[src/rtl/serial_add_ctrl.sv]
// Bit-serial adder controller: steps one shared full-adder cell over WIDTH cycles,
// LSB first, producing {cout, sum} = a + b + cin and a signed-overflow flag.

module serial_add_fa (
    input  logic x_i,
    input  logic y_i,
    input  logic z_i,
    output logic s_o,
    output logic c_o
);
    assign s_o = x_i ^ y_i ^ z_i;
    assign c_o = (x_i & y_i) | (y_i & z_i) | (z_i & x_i);
endmodule

module serial_add_ctrl #(
    parameter int WIDTH = 8
) (
    input  logic             clk,
    input  logic             rst,
    input  logic             start,
    input  logic [WIDTH-1:0] a,
    input  logic [WIDTH-1:0] b,
    input  logic             cin,
    output logic             busy,
    output logic             done,
    output logic [WIDTH-1:0] sum,
    output logic             cout,
    output logic             ovf
);
    localparam int CNT_W = (WIDTH > 1) ? $clog2(WIDTH) : 1;
    localparam logic [CNT_W-1:0] LAST_STEP = CNT_W'(WIDTH - 1);

    typedef enum logic [1:0] {
        IDLE = 2'd0,
        RUN  = 2'd1,
        DONE = 2'd2
    } state_e;

    state_e             state_q, state_d;
    logic [WIDTH-1:0]   a_q, a_d;
    logic [WIDTH-1:0]   b_q, b_d;
    logic [WIDTH-1:0]   sum_q, sum_d;
    logic [CNT_W-1:0]   cnt_q, cnt_d;
    logic               carry_q, carry_d;
    logic               cout_q, cout_d;
    logic               ovf_q, ovf_d;
    logic               fa_s, fa_c;

    serial_add_fa u_fa (
        .x_i (a_q[0]),
        .y_i (b_q[0]),
        .z_i (carry_q),
        .s_o (fa_s),
        .c_o (fa_c)
    );

    // NOTE: every _d gets its hold value first so no path through the case leaves
    // a signal unassigned; that is what keeps this block free of inferred latches.
    always_comb begin
        state_d = state_q;
        a_d     = a_q;
        b_d     = b_q;
        sum_d   = sum_q;
        cnt_d   = cnt_q;
        carry_d = carry_q;
        cout_d  = cout_q;
        ovf_d   = ovf_q;

        unique case (state_q)
            IDLE: begin
                if (start) begin
                    state_d = RUN;
                    a_d     = a;
                    b_d     = b;
                    carry_d = cin;
                    cnt_d   = '0;
                    sum_d   = '0;
                    cout_d  = 1'b0;
                    ovf_d   = 1'b0;
                end
            end
            RUN: begin
                // Result bits enter at the MSB so bit i lands in sum[i] after WIDTH shifts.
                sum_d   = {fa_s, sum_q[WIDTH-1:1]};
                a_d     = a_q >> 1;
                b_d     = b_q >> 1;
                carry_d = fa_c;
                cnt_d   = cnt_q + CNT_W'(1);
                if (cnt_q == LAST_STEP) begin
                    state_d = DONE;
                    cnt_d   = '0;
                    cout_d  = fa_c;
                    ovf_d   = carry_q ^ fa_c;
                end
            end
            DONE: begin
                state_d = IDLE;
            end
            default: begin
                state_d = IDLE;
            end
        endcase
    end

    // NOTE: state registers use non-blocking assignments so every flop samples the
    // pre-edge values, independent of the order the statements are written in.
    always_ff @(posedge clk or posedge rst) begin
        if (rst) begin
            state_q <= IDLE;
            a_q     <= '0;
            b_q     <= '0;
            sum_q   <= '0;
            cnt_q   <= '0;
            carry_q <= 1'b0;
            cout_q  <= 1'b0;
            ovf_q   <= 1'b0;
        end else begin
            state_q <= state_d;
            a_q     <= a_d;
            b_q     <= b_d;
            sum_q   <= sum_d;
            cnt_q   <= cnt_d;
            carry_q <= carry_d;
            cout_q  <= cout_d;
            ovf_q   <= ovf_d;
        end
    end

    assign busy = (state_q == RUN);
    assign done = (state_q == DONE);
    assign sum  = sum_q;
    assign cout = cout_q;
    assign ovf  = ovf_q;

endmodule

[config.mk]
export PLATFORM = sky130hd
export DESIGN_NAME = serial_add_ctrl
export DESIGN_NICKNAME = d
export VERILOG_FILES = /design/src/rtl/serial_add_ctrl.sv
export SDC_FILE = /design/constraint.sdc
export NUM_CORES = 1
export LEC_CHECK = 0
export BUFFER_PORTS_ARGS = -buffer_cell sky130_fd_sc_hd__buf_2
export CAP_MARGIN = 25
export CORE_MARGIN = 1.5
export CORE_UTILIZATION = 29
export DETAILED_ROUTE_END_ITERATION = 6
export HOLD_SLACK_MARGIN = 0.02
export SYNTH_ARGS = -nofsm -noshare
export SYNTH_HDL_FRONTEND = slang
export SYNTH_HIERARCHICAL = 1
export SYNTH_SLANG_ARGS = --single-unit
[constraint.sdc]
create_clock -name clk -period 1.7 [get_ports clk]
set_clock_uncertainty 0.2 [all_clocks]
set_input_delay 0.255 -clock clk [delete_from_list [all_inputs] [get_ports clk]]
set_output_delay 0.255 -clock clk [all_outputs]
set_load 0.02 [all_outputs]
==> results.txt <==
status -> finished clean
global route overflow -> 0
largest family of logic cells by synthesized area -> compound AO/OA/AOI/OAI gates
final worst slack -> 0.0611 ns
worst IR drop on VDD -> 0.000493 V
Routed wire per std cell -> 11.5 microns
row count -> 25
Routed WL -> 2.68 mm
Worst-Skew Late Latency -> 0.28 ns
post-CTS setup buffer count -> 0
CP max stage cell -> dfrtp_2
Die Ht -> 74.3 microns
GP Congestion -> 0.716
most common cell after layout, fill and taps aside -> dfrtp_1
Max clock buf depth -> 2
leakage -> 0.946 nW
Ys Warns -> 6
worst slack at placement -> 0.172 ns
synthesized area -> 1470 sq um
Crit Path Category -> reg2out
slowest stage delay, CP -> 0.46 ns
Layout area overhead -> 23.6%
fraction of layout cells with a size suffix above 1 -> 31.5%
ANT cells -> 0
Reg2Reg Setup Slack -> 0.18 ns
crit share post-route -> 96.4%
Synth Area in XOR/XNOR -> 0.594%
setup TNS -> 0 ns
startpoint types -> register
CTS root buf -> clkbuf_8
Setup crit end kind -> output port
antenna-violating nets left -> 0
register area share after synthesis -> 54.3%
CTS tree -> built
crit path time final -> 1.64 ns
die width -> 74.3 microns
Unique masters post-synth -> 26
Post-Synth Adder-Cell Area -> 3.90%
simple-gate share of the synthesized area -> 9.00%
Mean Syn Cell Area -> 11.9 sq um
top sig layer -> met4
Detailed Routing Iterations Pass 1 -> 4
total CTS buffers -> 5
starting density of the core -> 30.6%
Crit path buffers/inverters -> 2
Slew @ Worst Pin -> 0.393 ns
synth top area cells -> dfrtp_1, mux2i_1, a22o_1
largest delay contributor family on the critical path -> flip-flops
total track usage -> 11.3%
flop and latch count out of synthesis -> 32
Post-Syn Instances -> 124
Post-Syn Nets -> 148
P per Cell Area -> 1820 nW/um^2
DR WL met2 -> 1.23 mm
mux share of post-synthesis cell area -> 10.2%
number of fill cells -> 511
length of routed met3 wiring -> 163 microns
Max Cap Violations -> 0
number of global-route vias before repair -> 987
vias per cell -> 4.39
Fin. Hold Viols -> 0
Reg clk slew, reported paths -> 0.07 ns
routed via count -> 1019
area leader, netlist -> dfrtp_1
Compound-Gate Fraction of Synth Area -> 16.0%
critical path arrival -> 1.18 ns
clk sinks -> 32
worst path cell trace -> nor2b_4 > buf_12 > buf_4
area share of the largest cell type after synthesis -> 54.3%
WP data required -> 1.24 ns
largest net degree at the start of global routing -> 33
initial DRC count -> 35
commonest cells after routing, fill and taps aside -> dfrtp_1, buf_2, nand2_1
total core area -> 4820 sq um
initial antenna violation count -> 0
io pins -> 32
Die ar. -> 5520 sq um
H-tree depth -> 2
fin. max-slew vios -> 0
Final Setup Violations -> 0
hpwl dp -> 1.98 mm
hold crit path type -> in2reg
Max-slew headroom -> 73.8%
WL met1 -> 1.23 mm
RSZ-0062 raised after global routing -> no
DRC -> 0
Crit Path Max Fanout -> 12
Buffers on Ports -> 31
fmax -> 0.610 GHz
first-pass GRT wire length -> 4.64 mm
final net count -> 188
kinds of logic (layout without fill, tap and decap cells):
group,Yosys count,after routing
buf+inv,12,53
xor+xnor,1,1
mux,15,15
compound gates,33,33
fa+ha+maj,4,4
simple gates,27,27
flops,32,32
tightest hold or removal path, stage by stage:
cell and delay, ns:
buf_2 0.08, mux2i_1 0.05, o21ai_1 0.10
cell type report:
type	instances	area, sq um	share of cell area, %
flip-flops and latches	32	802	44.0
inverters	4	15.0	0.824
repair buffers	41	248	13.6
well taps	67	83.8	4.60
clock inverters	3	18.8	1.03
multi-input cells	80	586	32.1
clock buffers	5	68.8	3.78
what timing repair did:
item / in CTS / in global routing
hold buffers: 1 / 0
endpoints found under the hold margin: 32 / 0
endpoints found under the setup margin: 1 / 1
resized for setup: 3 / 2
through the flow:
stage / cell area [sq um] / cells / hold WS (ns) / power, W / util [%]
5_1_grt: 1820 / 232 / 0.0466 / 0.00359 / 37.8
3_5_place_dp: 1710 / 223 / 0.168 / 0.00275 / 35.5
4_1_cts: 1810 / 232 / 0.0335 / 0.00334 / 37.6
3_3_place_gp: 1710 / 223 / 0.169 / 0.00271 / 35.5
2_1_floorplan: 1470 / 124 / 0.171 / 0.00241 / -
6_report: 1820 / 232 / 0.0391 / 0.00332 / 37.8
power by group:
group / total [W] / switching [W] / internal, W
combinational: 0.00144 / 0.000733 / 0.000706
clock: 0.000566 / 0.000282 / 0.000285
sequential: 0.00131 / 0.000216 / 0.00109
registers in the layout, indices dropped and copies added, names as in the netlist:
name	count
a_q	8
b_q	8
sum	8
cnt_q	3
state_q	2
carry_q	1
cout	1
ovf	1
final timing paths:
| check | start | to | cells past startpoint |
|---|---|---|---|
| worst min-delay path | b[4] | b_q[4] | 3 |
| worst max register to register | a_q[0] | cout | 4 |
| worst max-delay path | state_q[1] | busy | 3 |
| min in group asynchronous | rst | sum[5] | 4 |
| max in group asynchronous | rst | state_q[1] | 4 |
| worst min register to register | a_q[6] | a_q[6] | 2 |
routing by layer:
metal	GRT usage, %	up-vias
met5	0	-
met4	5.66	0
met3	3.93	6
met2	17.2	27
met1	14.4	469
li1	-	517
Yosys cell counts:
cell       n
o22a_1     1
o21bai_4   1
nor2b_4    1
nor2_1     3
a31oi_1    1
nor2b_1    3
mux2i_1   15
a221o_1    1
fa_1       1
o21ai_0    8
and2_1     1
buf_6      2
nand2_1   17
buf_4      2
xor2_1     1
o21ai_1    8
nand4_1    1
buf_12     1
nor3b_2    1
buf_2      3
inv_1      4
a22o_1    11
dfrtp_1   32
o22ai_1    1
ha_1       3
a32o_1     1
Power figures use the tool's default switching activity.
